--- config.mk ---
export PLATFORM = sky130hd
export DESIGN_NAME = logic_unit_arbiter
export DESIGN_NICKNAME = d
export VERILOG_FILES = /design/src/rtl/logic_unit_arbiter_pkg.sv /design/src/rtl/logic_unit_arbiter_logic_unit.sv /design/src/rtl/logic_unit_arbiter.sv
export SDC_FILE = /design/constraint.sdc
export NUM_CORES = 1
export LEC_CHECK = 0
export CAP_MARGIN = 20
export CORE_MARGIN = 5
export CORE_UTILIZATION = 53
export CTS_CLUSTER_SIZE = 24
export DETAILED_ROUTE_END_ITERATION = 10
export GPL_ROUTABILITY_DRIVEN = 0
export PLACE_DENSITY = 0.86
export SLEW_MARGIN = 20
export SYNTH_ARGS = -nofsm -noshare
export SYNTH_HDL_FRONTEND = slang
export SYNTH_SLANG_ARGS = --single-unit
--- constraint.sdc ---
create_clock -name clk -period 3.1 [get_ports clk]
set_input_delay 0.62 -clock clk [delete_from_list [all_inputs] [get_ports clk]]
set_output_delay 0.62 -clock clk [all_outputs]
set_load 0.05 [all_outputs]
--- src/rtl/logic_unit_arbiter_pkg.sv ---
// Shared definitions for the two-requester logic_unit arbiter:
// op encodings understood by logic_unit and the arbiter FSM states.
package logic_unit_arbiter_pkg;

    localparam logic [2:0] OP_AND  = 3'd0;
    localparam logic [2:0] OP_OR   = 3'd1;
    localparam logic [2:0] OP_XOR  = 3'd2;
    localparam logic [2:0] OP_NOT  = 3'd3;
    localparam logic [2:0] OP_NAND = 3'd4;
    localparam logic [2:0] OP_NOR  = 3'd5;
    localparam logic [2:0] OP_XNOR = 3'd6;
    localparam logic [2:0] OP_INV  = 3'd7;

    typedef enum logic [1:0] {
        S_IDLE = 2'd0,
        S_EXEC = 2'd1,
        S_RESP = 2'd2
    } arb_state_e;

endpackage

--- src/rtl/logic_unit_arbiter_logic_unit.sv ---
// Purely combinational bitwise logic unit shared by both requesters.
// OP_NOT only uses operand a; the unsupported encoding yields zero.
module logic_unit
    import logic_unit_arbiter_pkg::*;
#(
    parameter int DATA_WIDTH = 8
) (
    input  logic [DATA_WIDTH-1:0] a,
    input  logic [DATA_WIDTH-1:0] b,
    input  logic [2:0]            op,
    output logic [DATA_WIDTH-1:0] result
);

    always_comb begin
        result = '0;
        case (op)
            OP_AND:  result = a & b;
            OP_OR:   result = a | b;
            OP_XOR:  result = a ^ b;
            OP_NOT:  result = ~a;
            OP_NAND: result = ~(a & b);
            OP_NOR:  result = ~(a | b);
            OP_XNOR: result = ~(a ^ b);
            default: result = '0;
        endcase
    end

endmodule

--- src/rtl/logic_unit_arbiter.sv ---
// Round-robin arbiter sharing one logic_unit between two requesters,
// one transaction in flight, with a registered tagged response channel.
module logic_unit_arbiter
    import logic_unit_arbiter_pkg::*;
#(
    parameter int DATA_WIDTH = 8
) (
    input  logic                  clk,
    input  logic                  rst_n,
    input  logic                  req0_valid,
    output logic                  req0_ready,
    input  logic [DATA_WIDTH-1:0] req0_a,
    input  logic [DATA_WIDTH-1:0] req0_b,
    input  logic [2:0]            req0_op,
    input  logic                  req1_valid,
    output logic                  req1_ready,
    input  logic [DATA_WIDTH-1:0] req1_a,
    input  logic [DATA_WIDTH-1:0] req1_b,
    input  logic [2:0]            req1_op,
    output logic                  rsp_valid,
    input  logic                  rsp_ready,
    output logic [DATA_WIDTH-1:0] rsp_data,
    output logic                  rsp_id,
    output logic                  rsp_err
);

    arb_state_e            state_q, state_d;
    logic                  last_grant_q, last_grant_d;
    logic [DATA_WIDTH-1:0] a_q, a_d;
    logic [DATA_WIDTH-1:0] b_q, b_d;
    logic [2:0]            op_q, op_d;
    logic                  id_q, id_d;
    logic                  rsp_valid_q, rsp_valid_d;
    logic [DATA_WIDTH-1:0] rsp_data_q, rsp_data_d;
    logic                  rsp_err_q, rsp_err_d;
    logic                  grant0, grant1;
    logic [DATA_WIDTH-1:0] lu_result;

    logic_unit #(
        .DATA_WIDTH (DATA_WIDTH)
    ) u_logic (
        .a      (a_q),
        .b      (b_q),
        .op     (op_q),
        .result (lu_result)
    );

    // On a tie the requester that was not served last wins; last_grant_q=1 favours req0.
    always_comb begin
        grant0 = 1'b0;
        grant1 = 1'b0;
        if (state_q == S_IDLE) begin
            grant0 = req0_valid & (~req1_valid |  last_grant_q);
            grant1 = req1_valid & (~req0_valid | ~last_grant_q);
        end
    end

    assign req0_ready = grant0;
    assign req1_ready = grant1;

    always_comb begin
        state_d      = state_q;
        last_grant_d = last_grant_q;
        a_d          = a_q;
        b_d          = b_q;
        op_d         = op_q;
        id_d         = id_q;
        rsp_valid_d  = rsp_valid_q;
        rsp_data_d   = rsp_data_q;
        rsp_err_d    = rsp_err_q;
        case (state_q)
            S_IDLE: begin
                if (grant0) begin
                    a_d          = req0_a;
                    b_d          = req0_b;
                    op_d         = req0_op;
                    id_d         = 1'b0;
                    last_grant_d = 1'b0;
                    state_d      = S_EXEC;
                end else if (grant1) begin
                    a_d          = req1_a;
                    b_d          = req1_b;
                    op_d         = req1_op;
                    id_d         = 1'b1;
                    last_grant_d = 1'b1;
                    state_d      = S_EXEC;
                end
            end
            S_EXEC: begin
                rsp_data_d  = lu_result;
                rsp_err_d   = (op_q == OP_INV);
                rsp_valid_d = 1'b1;
                state_d     = S_RESP;
            end
            S_RESP: begin
                if (rsp_valid_q && rsp_ready) begin
                    rsp_valid_d = 1'b0;
                    state_d     = S_IDLE;
                end
            end
            default: begin
                rsp_valid_d = 1'b0;
                state_d     = S_IDLE;
            end
        endcase
    end

    always_ff @(posedge clk or negedge rst_n) begin
        if (!rst_n) begin
            state_q      <= S_IDLE;
            last_grant_q <= 1'b1;
            a_q          <= '0;
            b_q          <= '0;
            op_q         <= '0;
            id_q         <= 1'b0;
            rsp_valid_q  <= 1'b0;
            rsp_data_q   <= '0;
            rsp_err_q    <= 1'b0;
        end else begin
            state_q      <= state_d;
            last_grant_q <= last_grant_d;
            a_q          <= a_d;
            b_q          <= b_d;
            op_q         <= op_d;
            id_q         <= id_d;
            rsp_valid_q  <= rsp_valid_d;
            rsp_data_q   <= rsp_data_d;
            rsp_err_q    <= rsp_err_d;
        end
    end

    // The response tag is the captured requester id, which only changes on acceptance.
    assign rsp_valid = rsp_valid_q;
    assign rsp_data  = rsp_data_q;
    assign rsp_id    = id_q;
    assign rsp_err   = rsp_err_q;

endmodule
Word level (Yosys, flattened, before mapping)
Index checks and enable logic that the tools add are counted.
- equal/unequal tests: 11
- reduce and logical (&&, ||, !) cells: 7
- mux-type cells: 17
- bitwise operators: 15
- operators with widths (operator ; count):
    one-hot mux 8 bit (7 select lines) ; 1
    two-way mux 8 bit ; 4
    inverter 8 bit ; 4
    equality test 3 bit (second input constant) ; 4
    bitwise AND 8 bit ; 1
    OR 8 bit ; 1
    bitwise XOR 8 bit ; 1
    equality test 3 x 2 -> 1 bit (second input constant) ; 2
    two-way mux 2 bit ; 3
    two-way mux 3 bit ; 2
    one-hot mux 2 bit (3 select lines) ; 1
    AND reduction 2 bit ; 3
    two-way mux 1 bit ; 5
    inverter 1 bit ; 4
    equality test 3 x 1 -> 1 bit (second input constant) ; 1
    zero test 3 bit ; 1
    != test 3 bit (second input constant) ; 1
    one-hot mux 1 bit (3 select lines) ; 1
    bitwise AND 1 bit ; 2
    equality test 2 x 1 -> 1 bit (second input constant) ; 1
    equality test 2 bit (second input constant) ; 1
    zero test 2 bit ; 1
    != test 2 bit (second input constant) ; 1
    OR 1 bit ; 2
    other kinds (2) ; 2
- output and inout port bits: 13
- input port bits: 43
- register bits: 33
- logic and storage cells: 59

Longest topological paths before layout
Gate-level depths: netlist (run 1).
- depth in word-level cells: 7
- depth in mapped cells: 6

By module
A second synthesis (run 1) with hierarchy kept.
- cells, all modules: 250
- area total of the unflattened synthesis: 2377.3 µm²
- by module, submodules not included (module ; cells an instance ; times used ; sequential area each (µm²) ; area an instance (µm²)):
    logic_unit_arbiter ; 151 ; 1 ; 827.0 ; 1565.3
    logic_unit ; 99 ; 1 ; 0.0 ; 812.0

Least setup slack after synthesis (run 1)
Ideal clock, no wire load.
- kind: input -> output
- start point: in req1_valid
- end point: out req0_ready
- data required time: 2.480 ns
- arrival time: 1.260 ns
- stages: 4
- setup slack: 1.220 ns
- cell sequence: nand2b_1 nand3_1 buf_4 inv_1
- cells in the longest elaborated chain, start to end: 4
- RTL lines (what ; RTL line ; source):
    start: declaration ; logic_unit_arbiter.sv:15 ; input logic req1_valid,
    inverter 1 bit ; logic_unit_arbiter.sv:53 ; grant0 = req0_valid & (~req1_valid | last_grant_q);
    OR 1 bit ; logic_unit_arbiter.sv:53 ;
    bitwise AND 1 bit ; logic_unit_arbiter.sv:53 ;
    two-way mux 1 bit ; logic_unit_arbiter.sv:52 ; if (state_q == S_IDLE) begin
    end: declaration ; logic_unit_arbiter.sv:11 ; output logic req0_ready,
No other way between the ends.

Worst setup path in the final report (run 1)
- start point: in req0_valid
- end point: out req1_ready
- cells in the longest elaborated chain, start to end: 4
- RTL lines (what ; RTL line ; source):
    start: declaration ; logic_unit_arbiter.sv:10 ; input logic req0_valid,
    inverter 1 bit ; logic_unit_arbiter.sv:54 ; grant1 = req1_valid & (~req0_valid | ~last_grant_q);
    OR 1 bit ; logic_unit_arbiter.sv:54 ;
    bitwise AND 1 bit ; logic_unit_arbiter.sv:54 ;
    two-way mux 1 bit ; logic_unit_arbiter.sv:52 ;
    end: declaration ; logic_unit_arbiter.sv:16 ; output logic req1_ready,
No other way between the ends.

==> summary.md, run 1 <==
| Metric | Value |
|---|---|
| Clock tree from TritonCTS | built |
| Total Routing Usage GR | around 17% |
| Fin cells | around 330 |
| FF-to-FF End | rsp_data[6]$_DFFE_PN0P_ |
| Syn Inst Count | 228 |
| Classification of the worst setup path | in -> out |
| Sequential cell fraction of total power | approximately 50% |
| Number of distinct standard cells referenced by the synthesized netlist | 33 |
| Number of buffers created by CTS | 5 |
| Path length in cells of the critical path | 5 |
| Area overhead of the layout relative to synthesis | 30.45% |
| Leading cell types in the layout, fill and taps excluded | 54 x sky130_fd_sc_hd__clkdlybuf4s50_1, 32 x sky130_fd_sc_hd__dfrtp_1, 23 x sky130_fd_sc_hd__mux2i_1, 22 x sky130_fd_sc_hd__a21oi_1 |
| Number of cells after detailed placement | approximately 320 |
| Critical path's most frequent cell | sky130_fd_sc_hd__clkdlybuf4s50_1 |
| Depth of the CTS H-tree | 2 |
| Highest fanout seen on the critical path | 3 |
| Clock period minus final worst setup slack | 2.762 ns |
| Setup repair after global routing missed its margin | no |
| Switching power | ~0.00018 W |
| Transition time at the pin with the least slew margin | 1.085 ns |
| Number of cells on the worst hold path | 2 |
| Leak Pwr | ~1.4 nW |
| Kind of launch point of the worst setup path | primary input |
| Internal power | just under 0.0007 W |
| Quantity of I/O buffers inserted on ports | 55 |
| Die area | about 0.0055 sq mm |
| Remaining antenna violation count | 0 |
| Hold Path Class | reg -> reg |
| Commonest non-fill, non-tap cell in the layout | sky130_fd_sc_hd__clkdlybuf4s50_1 |
| DRC violations left | 0 |
| Post-synth design cell area | approximately 0.0022 sq mm |
| Destination of the worst hold path | rsp_data[2]$_DFFE_PN0P_ |
| WL final | about 4400 microns |
| Total negative slack for setup checks | 0 ns |
| Average footprint of a synthesized cell | 9.587 sq um |
| Layout cells sized above 1 | 7.447% |
| Total power consumption of the routed design | about 0.00086 W |
| Chain of cells forming the critical path | clkdlybuf4s50_1, nand2_1, nand3_1, inv_1, clkdlybuf4s50_1 |
| Top area cells in the synthesized netlist | sky130_fd_sc_hd__dfrtp_1 37%, sky130_fd_sc_hd__mux2i_1 11%, sky130_fd_sc_hd__ha_1 9.2% |
| Antenna diode count | 0 |
| Avg Vias per Cell | 5.108 |
| Final period util | around nine tenths |
| CTS Hold Buffers Added | 0 |
| Share of the synthesized area in the top cell type | 36.63% |
| Worst slew margin relative to its limit | roughly 28% |
| Worst Setup End Kind | output pin |
| Clk network pwr share | approximately two fifths |
| Final-stage net count | 340 |
| Maximum number of pins on one net before global-route repair | 42 |
| Largest area contributor in the netlist | sky130_fd_sc_hd__dfrtp_1 |
| Reg2Reg Setup Slack | ~1.2 ns |
| # fillers | 298 |
| Sequential fraction of the synthesis area | between 30% and 40% |
| Bufs on Longest Clock Path | 2 |
| Clock insertion delay at the later pin of the skew report | slightly below 0.3 ns |
| Cell area power density | between 300 and 400 mW/mm^2 |
| Count of endpoints failing hold in the final timing report | 0 |
| Placeable core area | ~0.0040 sq mm |
| Final setup violation count | 0 |
| Worst path top cell family by delay | buffers and inverters |
| Initial standard-cell utilization of the core | 54.64% |
| Wire per inst | 13.13 microns |
| Via count of the first global-routing pass | ~1600 |
| Number of sinks driven by the clock tree | 33 |
| Slowest stage delay, CP | 0.80 ns |
| Flops & latches, synth | 33 |
| Die outline width | between 70 and 80 microns |
| Minimum setup slack in the final design | ~0.34 ns |
| Worst IR Drop VDD | 0.0002876 V |
| Startpoint of the worst-slack reg-to-reg timing path | op_q[2]$_DFFE_PN0P_ |
| Yosys warns | 0 |
| Number of antenna violations at the first check in global routing | 0 |
| Cell with the largest stage delay on the worst path | sky130_fd_sc_hd__clkdlybuf4s50_1 |
| Congestion Overflow GR | 0 |
| Worst slack at placement | 0.3369 ns |
| Hold_sp | rsp_data[2]$_DFFE_PN0P_ |
| TritonRoute pass-1 iters | 4 |
| Dpl hpwl | around 3300 microns |
| Post-CTS Resized | 0 |
| Switching Share | approximately a fifth |
| Highest achievable clock rate | 0.3621 GHz |
| R2r worst-path depth | 4 |
| Post-Route Utilization | a little over 70% |
| WP data arrival | between 2 and 2.5 ns |
| Max Transition Viols Final | 0 |
| Ports | 56 |
| Clk_skew | between 0.008 and 0.009 ns |
| Total of max-cap violations | 0 |
| Worst path bufs/invs | 3 |
| Required arrival time at the worst endpoint | ~2.5 ns |
| Starting DRT DRC Count | 87 |
| Routed via count | 1696 |
| Setup Fix Bufs, Post-CTS | 0 |
| Net count after synthesis | 287 |
| Row count | 23 |
| Run status | completed |
| Die height | around 74 microns |
| Clock tree root buffer cell | sky130_fd_sc_hd__clkbuf_8 |
| Wire length of the first global-routing pass | 7279 microns |
| Clock transition time at the flip-flop clock pins of the worst setup and hold paths | about 0.070 ns |
| Part of the total power dissipated in combinational logic | 8.3% |
## metal layers
| metal | track usage [%] | wire length, microns | vias to the layer above |
|---|---|---|---|
| met5 | 0 | 0 | - |
| met3 | 4.730 | 249 | 8 |
| met4 | 7.115 | 80 | 0 |
| met1 | 22.15 | 1959 | 767 |
| met2 | 27.95 | 2069 | 41 |
| li1 | - | - | 880 |
## final cells by class
type | instances | area, sq um | area share (%)
Sequential cell | 33 | 827.0 | 29.00
Tap cell | 50 | 62.56 | 2.194
Clock buffer | 7 | 96.34 | 3.379
Clock inverter | 1 | 5.005 | 0.1755
Multi-Input combinational cell | 160 | 1187 | 41.64
Timing Repair Buffer | 59 | 590.6 | 20.71
Inverter | 22 | 82.58 | 2.896
## power groups by stage
| stage | sequential, W | clock [W] | combinational [W] |
|---|---|---|---|
| after floorplan | 0.000439 | 0 | 0.00000822 |
| after global placement | 0.000439 | 0 | 0.0000707 |
| after detailed placement | 0.000439 | 0 | 0.0000720 |
| after CTS | 0.000431 | 0.000364 | 0.0000725 |
| after global routing | 0.000430 | 0.000386 | 0.0000767 |
| final | 0.000431 | 0.000357 | 0.0000712 |
## cells by family after synthesis
group                    after synthesis  synth area share, %
AND/OR/NAND/NOR                       51                11.79
flip-flops                            33                37.84
AO/OA/AOI/OAI                         54                16.43
XOR/XNOR                              16                6.411
buffers and inverters                 35                7.842
adder cells (fa/ha/maj)               16                9.158
multiplexers                          23                10.53
## synth_stat cells (all sizes together)
master,instances
nand3,2
o31a,3
dfstp,1
o22ai,5
ha,16
o21ai,11
nor4bb,3
dfrtp,32
nor2,21
xor2,5
inv,22
buf,12
xnor2,11
nand2b,6
a31o,1
nand3b,2
a21oi,22
or2,1
mux2i,23
o211a,3
a221oi,6
a21boi,1
clkbuf,1
nor2b,5
nand2,11
o21a,2
## worst max path at each step
stage | start | to
floorplan | req1_valid | req0_ready
global placement | req0_valid | req1_ready
detailed placement | req0_valid | req1_ready
CTS | req0_valid | req1_ready
global route | req0_valid | req1_ready
finish | req0_valid | req1_ready
## per-stage QoR
stage                     hold slack (ns)  cell area (sq um)
after global routing               0.5186               2851
after global placement             0.4638               2750
final                              0.4787               2851
after CTS                          0.4886               2851
after floorplan                    0.3244               2186
after detailed placement           0.4731               2750
## worst reg2reg max path: stages (launching register included)
cell	delay, ns
sky130_fd_sc_hd__dfrtp_1	1.06
sky130_fd_sc_hd__nand3b_1	0.27
sky130_fd_sc_hd__o22ai_1	0.10
sky130_fd_sc_hd__a221oi_1	0.28
sky130_fd_sc_hd__o21ai_1	0.11
## flip-flops by register name, summed over array words and instances (netlist names)
name and flops:
rsp_err 1, rsp_valid 1, rsp_data 8, op_q 3
state_q 2, a_q 8, b_q 8, last_grant_q 1
rsp_id 1
(Power assumes the default switching activity.)
==> run 2, diff against run 1 <==
CORE_UTILIZATION = 49   (was 53)
CTS_CLUSTER_DIAMETER = 150   (was unset)
PLACE_DENSITY = 0.8   (was 0.86)
clock period = 2.6 ns   (was 3.1 ns; I/O delays follow)
==> summary.md, run 2 (synthesis results as in run 1) <==
| Metric | Value |
|---|---|
| Total power consumption of the routed design | 0.0009578 W (was 0.0008585 W) |
| Final period util | just under 80% |
| Placeable core area | 0.004354 sq mm (was 0.004000 sq mm) |
| Number of cells on the worst hold path | 2 (unchanged) |
| Sequential cell area | 828.3 sq um (was 827.0 sq um) |
| Worst Setup End Kind | output pin (unchanged) |
| Setup Fix Bufs, Post-CTS | 0 (unchanged) |
| Max Transition Viols Final | 0 (unchanged) |
| Number of antenna violations at the first check in global routing | 0 (unchanged) |
| Total Routing Usage GR | 14.97% (was 17.35%) |
| Clk network pwr share | 37.6% (was 41.6%) |
| Clock insertion delay at the later pin of the skew report | 0.27 ns (was 0.29 ns) |
| Total of max-cap violations | 0 (unchanged) |
| WP data arrival | 1.48 ns (was 2.14 ns) |
| Clock period minus final worst setup slack | between 1.5 and 2 ns |
| Quantity of I/O buffers inserted on ports | 55 (unchanged) |
| Hold Path Class | reg -> reg (unchanged) |
| Detailed-routed wire length on met2 | 2081 microns (was 2069 microns) |
| Highest achievable clock rate | approximately 0.5 GHz |
| Multi-input gate area | 0.001187 sq mm (unchanged) |
| Part of the total power dissipated in combinational logic | 8.8% (was 8.3%) |
| TritonRoute pass-1 iters | 4 (unchanged) |
| Sequential cell fraction of total power | 53.6% (was 50.2%) |
| Final-stage net count | 340 (unchanged) |
| WL final | 4264 microns (was 4358 microns) |
| Met3 routed wirelength | 216 microns (was 249 microns) |
| Final setup violation count | 0 (unchanged) |
| # fillers | 370 (was 298) |
| Depth of the CTS H-tree | 2 (unchanged) |
| Starting DRT DRC Count | 60 (was 87) |
| Setup repair after global routing missed its margin | no (unchanged) |
| Startpoint of the worst-slack reg-to-reg timing path | op_q[1]$_DFFE_PN0P_ (was op_q[2]$_DFFE_PN0P_) |
| Die outline width | 76.79 microns (was 74.22 microns) |
| Destination of the worst hold path | rsp_data[4]$_DFFE_PN0P_ (was rsp_data[2]$_DFFE_PN0P_) |
| Row count | 24 (was 23) |
| Antenna diode count | 0 (unchanged) |
| R2r worst-path depth | 4 (unchanged) |
| Dpl hpwl | 3301 microns (was 3319 microns) |
| Highest fanout seen on the critical path | 3 (unchanged) |
| Kind of launch point of the worst setup path | primary input (unchanged) |
| Internal power | 0.0007652 W (was 0.0006828 W) |
| Maximum number of pins on one net before global-route repair | 42 (unchanged) |
| FF-to-FF End | rsp_data[5]$_DFFE_PN0P_ (was rsp_data[6]$_DFFE_PN0P_) |
| Die height | 76.79 microns (was 74.22 microns) |
| Clock tree from TritonCTS | built (unchanged) |
| Bufs on Longest Clock Path | 2 (unchanged) |
| Max layer used | met4 (unchanged) |
| Avg Vias per Cell | 5.156 (was 5.108) |
| Via count of the first global-routing pass | 1667 (was 1591) |
| Required arrival time at the worst endpoint | 2.08 ns (was 2.48 ns) |
| Routed via count | 1722 (was 1696) |
| Worst IR Drop VDD | 0.0002960 V (was 0.0002876 V) |
| Reg2Reg Setup Slack | 0.89 ns (was 1.16 ns) |
| Leading cell types in the layout, fill and taps excluded | 53 x sky130_fd_sc_hd__clkdlybuf4s50_1, 31 x sky130_fd_sc_hd__dfrtp_1, 23 x sky130_fd_sc_hd__mux2i_1, 22 x sky130_fd_sc_hd__a21oi_1 (was 54 x sky130_fd_sc_hd__clkdlybuf4s50_1, 32 x sky130_fd_sc_hd__dfrtp_1, 23 x sky130_fd_sc_hd__mux2i_1, 22 x sky130_fd_sc_hd__a21oi_1) |
| Clk_skew | 0.002658 ns (was 0.008666 ns) |
| Slowest stage delay, CP | 0.50 ns (was 0.80 ns) |
| Initial standard-cell utilization of the core | 50.20% (was 54.64%) |
| Placed Area | 0.002763 sq mm (was 0.002750 sq mm) |
| Clock tree root buffer cell | sky130_fd_sc_hd__clkbuf_8 (unchanged) |
| Die area | 0.005897 sq mm (was 0.005509 sq mm) |
| Chain of cells forming the critical path | clkdlybuf4s50_1, nand2b_1, nand3_1, inv_1, buf_12 (was clkdlybuf4s50_1, nand2_1, nand3_1, inv_1, clkdlybuf4s50_1) |
| Layout cells sized above 1 | 7.092% (was 7.447%) |
| Run status | completed (unchanged) |
| Classification of the worst setup path | in -> out (unchanged) |
| DRC violations left | 0 (unchanged) |
| Hold_sp | rsp_data[4]$_DFFE_PN0P_ (was rsp_data[2]$_DFFE_PN0P_) |
| Number of buffers created by CTS | 5 (unchanged) |
| Detailed-routing wirelength on met1 | 1923 microns (was 1959 microns) |
| Transition time at the pin with the least slew margin | 0.7246 ns (was 1.085 ns) |
| Wire per inst | 12.77 microns (was 13.13 microns) |
| Clock transition time at the flip-flop clock pins of the worst setup and hold paths | 0.06 ns (was 0.07 ns) |
| Final instance area | 0.002844 sq mm (was 0.002851 sq mm) |
| Cell with the largest stage delay on the worst path | sky130_fd_sc_hd__clkdlybuf4s50_1 (unchanged) |
| Post-Route Utilization | 65.32% (was 71.29%) |
| Worst slew margin relative to its limit | 51.69% (was 27.69%) |
| Count of endpoints failing hold in the final timing report | 0 (unchanged) |
| Fin cells | 334 (was 332) |
| Total negative slack for setup checks | 0 ns (unchanged) |
| Area overhead of the layout relative to synthesis | 30.11% (was 30.45%) |
| Ports | 56 (unchanged) |
| Congestion Overflow GR | 0 (unchanged) |
| Leak Pwr | 1.385 nW (was 1.396 nW) |
| CTS Hold Buffers Added | 0 (unchanged) |
| Cell area power density | 336.8 mW/mm^2 (was 301.1 mW/mm^2) |
| Switching Share | 20.11% (was 20.47%) |
| Switching power | 0.0001926 W (was 0.0001757 W) |
| Number of sinks driven by the clock tree | 33 (unchanged) |
| Number of cells after detailed placement | 326 (was 324) |
| Post-CTS Resized | 0 (unchanged) |
| Remaining antenna violation count | 0 (unchanged) |
| Commonest non-fill, non-tap cell in the layout | sky130_fd_sc_hd__clkdlybuf4s50_1 (unchanged) |
| Wire length of the first global-routing pass | 7327 microns (was 7279 microns) |
## run 2: changes by cell type in the layout (fill, tap and decap cells not counted), sizes merged
cell	before	now
clkinv	1	0
buf	5	6
clkdlybuf4s50	54	53
clkbuf	7	8
## run 2: worst max-delay path by stage
stage	from	end	slack, ns
6_report	req1_valid	req0_ready	0.60
2_1_floorplan	last_grant_q$_DFFE_PN1P_	req0_ready	0.89
3_5_place_dp	req1_valid	req0_ready	0.59
4_1_cts	req1_valid	req0_ready	0.59
3_3_place_gp	req1_valid	req0_ready	0.59
5_1_grt	req1_valid	req0_ready	0.51
## run 2: cell type report
type | instances | share of cell area (%)
Clock buffer | 8 | 2.816
Inverter | 22 | 2.904
Multi-Input combinational cell | 160 | 41.75
Sequential cell | 33 | 29.12
Tap cell | 52 | 2.288
Timing Repair Buffer | 59 | 21.12
## run 2: routing by layer
layer | vias up | global-route usage (%)
met5 | - | 0
met4 | 0 | 4.545
li1 | 882 | -
met2 | 38 | 24.87
met3 | 4 | 3.396
met1 | 798 | 19.29
## run 2: critical path, delay by kind of cell
kind,cells,cell delay (ns)
buffers and inverters,3,0.75
and+or+nand+nor,2,0.21
## run 2: power by group through the flow
stage | Sequential, W | Clock (W) | Combinational [W]
floorplan | 0.000523 | 0 | 0.00000980
global placement | 0.000523 | 0 | 0.0000845
finish | 0.000514 | 0.000360 | 0.0000843
detailed placement | 0.000523 | 0 | 0.0000861
global route | 0.000513 | 0.000391 | 0.0000929
CTS | 0.000513 | 0.000370 | 0.0000864
## run 2: through the flow
stage                     setup WS, ns  hold WS (ns)
after global placement          0.5861        0.4651
after detailed placement        0.5854        0.4755
after CTS                       0.5859        0.4900
after global routing            0.5062        0.5005
after floorplan                 0.8875        0.2244
final                           0.6013        0.4829
==> run 3, diff against run 2 <==
CORE_UTILIZATION = 44   (was 49)
PLACE_DENSITY = 0.76   (was 0.8)
clock period = 1.8 ns   (was 2.6 ns; I/O delays follow)
==> summary.md, run 3 (synthesis results as in run 1) <==
| Metric | Value |
|---|---|
| Run status | completed (unchanged) |
| Required arrival time at the worst endpoint | 1.44 ns (was 2.08 ns) |
| Slowest stage delay, CP | 0.53 ns (was 0.50 ns) |
| Ports | 56 (unchanged) |
| Leading cell types in the layout, fill and taps excluded | 42 x sky130_fd_sc_hd__clkdlybuf4s50_1, 32 x sky130_fd_sc_hd__dfrtp_1, 23 x sky130_fd_sc_hd__mux2i_1, 23 x sky130_fd_sc_hd__buf_4, 22 x sky130_fd_sc_hd__a21oi_1 (was 53 x sky130_fd_sc_hd__clkdlybuf4s50_1, 31 x sky130_fd_sc_hd__dfrtp_1, 23 x sky130_fd_sc_hd__mux2i_1, 22 x sky130_fd_sc_hd__a21oi_1) |
| Bufs on Longest Clock Path | 2 (unchanged) |
| Max Transition Viols Final | 0 (unchanged) |
| Highest fanout seen on the critical path | 3 (unchanged) |
| Transition time at the pin with the least slew margin | 0.4080 ns (was 0.7246 ns) |
| Initial standard-cell utilization of the core | 45.67% (was 50.20%) |
| Clock insertion delay at the later pin of the skew report | 0.28 ns (was 0.27 ns) |
| Count of endpoints failing hold in the final timing report | 0 (unchanged) |
| Setup repair after global routing missed its margin | no (unchanged) |
| Total of max-cap violations | 0 (unchanged) |
| Number of antenna violations at the first check in global routing | 0 (unchanged) |
| Dpl hpwl | 3424 microns (was 3301 microns) |
| Starting DRT DRC Count | 98 (was 60) |
| Clock tree root buffer cell | sky130_fd_sc_hd__clkbuf_8 (unchanged) |
| Highest achievable clock rate | around 0.57 GHz |
| Remaining antenna violation count | 0 (unchanged) |
| Final setup violation count | 0 (unchanged) |
| Clk_skew | 0.006029 ns (was 0.002658 ns) |
| Layout cells sized above 1 | 16.04% (was 7.092%) |
| Hold Path Class | in -> async (was reg -> reg) |
| Chain of cells forming the critical path | clkdlybuf4s50_1, buf_4, nand3_1, inv_1, buf_12 (was clkdlybuf4s50_1, nand2b_1, nand3_1, inv_1, buf_12) |
| Maximum number of pins on one net before global-route repair | 34 (was 42) |
| Worst slew margin relative to its limit | 72.80% (was 51.69%) |
| Depth of the CTS H-tree | 2 (unchanged) |
| Final period util | between 90% and 100% |
| Wire per inst | 11.91 microns (was 12.77 microns) |
| Total Routing Usage GR | 14.40% (was 14.97%) |
| Congestion Overflow GR | 0 (unchanged) |
| Antenna diode count | 0 (unchanged) |
| Routed via count | 1757 (was 1722) |
| Worst Setup End Kind | output pin (unchanged) |
| Worst IR Drop VDD | 0.0003376 V (was 0.0002960 V) |
| Total negative slack for setup checks | 0 ns (unchanged) |
| Cell area power density | 469.5 mW/mm^2 (was 336.8 mW/mm^2) |
| Clock tree from TritonCTS | built (unchanged) |
| Number of buffers created by CTS | 5 (unchanged) |
| TritonRoute pass-1 iters | 4 (unchanged) |
| Commonest non-fill, non-tap cell in the layout | sky130_fd_sc_hd__clkdlybuf4s50_1 (unchanged) |
| Avg Vias per Cell | 4.881 (was 5.156) |
| Via count of the first global-routing pass | 1679 (was 1667) |
| WL final | 4286 microns (was 4264 microns) |
| Number of sinks driven by the clock tree | 33 (unchanged) |
| WP data arrival | 1.38 ns (was 1.48 ns) |
| Area overhead of the layout relative to synthesis | 36.18% (was 30.11%) |
| Die height | 80.48 microns (was 76.79 microns) |
| Wire length of the first global-routing pass | 7327 microns (unchanged) |
| Placeable core area | 0.004786 sq mm (was 0.004354 sq mm) |
| Die outline width | 80.48 microns (was 76.79 microns) |
| DRC violations left | 0 (unchanged) |
| Number of cells after detailed placement | 350 (was 326) |
| Leak Pwr | 1.485 nW (was 1.385 nW) |
| Quantity of I/O buffers inserted on ports | 55 (unchanged) |
| Clock period minus final worst setup slack | between 1.5 and 2 ns |
| Row count | 25 (was 24) |
| Die area | 0.006477 sq mm (was 0.005897 sq mm) |
| Classification of the worst setup path | in -> out (unchanged) |
| Fin cells | 360 (was 334) |
| # fillers | 405 (was 370) |
| Clock transition time at the flip-flop clock pins of the worst setup and hold paths | 0.06 ns (about the same) |
| Final-stage net count | 351 (was 340) |
| Cell with the largest stage delay on the worst path | sky130_fd_sc_hd__clkdlybuf4s50_1 (unchanged) |
| Kind of launch point of the worst setup path | primary input (unchanged) |
run 3: changes by cell type in the layout (fill, tap and decap cells not counted), sizes merged:
cell and delta:
buf +22, clkdlybuf4s50 -11, clkbuf -2, clkinv +2
run 3: final timing paths:
check                      slack [ns]                  endpoint               startpoint  cells after the start
hold reg to reg                  0.48   rsp_data[0]$_DFFE_PN0P_  rsp_data[0]$_DFFE_PN0P_                      2
setup / recovery                 0.06                req1_ready               req1_valid                      5
hold / removal                   0.47   rsp_data[2]$_DFFE_PN0P_                    rst_n                      2
max in group asynchronous        1.00  last_grant_q$_DFFE_PN1P_                    rst_n                      2
setup reg to reg                 0.33   rsp_data[2]$_DFFE_PN0P_      op_q[0]$_DFFE_PN0P_                      4
min in group clk                 0.48   rsp_data[0]$_DFFE_PN0P_  rsp_data[0]$_DFFE_PN0P_                      2
run 3: metal layers:
| metal | GRT usage, % | routed length [microns] |
|---|---|---|
| met5 | 0 | 0 |
| met4 | 5.068 | 44 |
| met3 | 4.260 | 225 |
| met2 | 23.01 | 2046 |
| met1 | 18.42 | 1969 |
run 3: cell type report:
class	instances	area, sq um	share of cell area [%]
Clock inverter	2	10.01	0.3363
Multi-Input combinational cell	160	1207	40.56
Sequential cell	33	827.0	27.78
Inverter	22	82.58	2.774
Timing Repair Buffer	70	693.2	23.29
Tap cell	67	83.83	2.816
Clock buffer	6	72.57	2.438
run 3: where the power goes:
| group | internal [W] | switching [W] | leakage [nW] |
|---|---|---|---|
| clock | 0.000267 | 0.000261 | 0.0450 |
| combinational | 0.0000918 | 0.0000357 | 0.993 |
| sequential | 0.000742 | 0 | 0.447 |
| total | 0.00110 | 0.000296 | 1.49 |
run 3: repair_timing:
action | 4_1_cts | 5_1_grt
resized for setup | 3 | 2
hold buffers | 0 | 0
endpoints found under the setup margin | 1 | 1
endpoints found under the hold margin | 0 | 0
pin swaps | 0 | 0
setup buffers | 0 | 2
run 3: stage by stage:
stage               util (%)  hold WS, ns  cell area, sq um  power [W]  worst slack, ns
floorplan                  -      0.06441              2186  0.0007698           0.2475
global placement       59.74       0.4650              2859  0.0008824          0.07922
detailed placement     59.74       0.4769              2859  0.0008842          0.03699
CTS                    61.73       0.4791              2954   0.001427         0.004847
global route           62.20       0.5003              2977   0.001468         0.006701
finish                 62.20       0.4651              2977   0.001397          0.06009
run 3: critical path, delay by kind of cell:
kind | cells | cell delay [ns]
buf+inv | 4 | 0.93
simple gates | 1 | 0.09
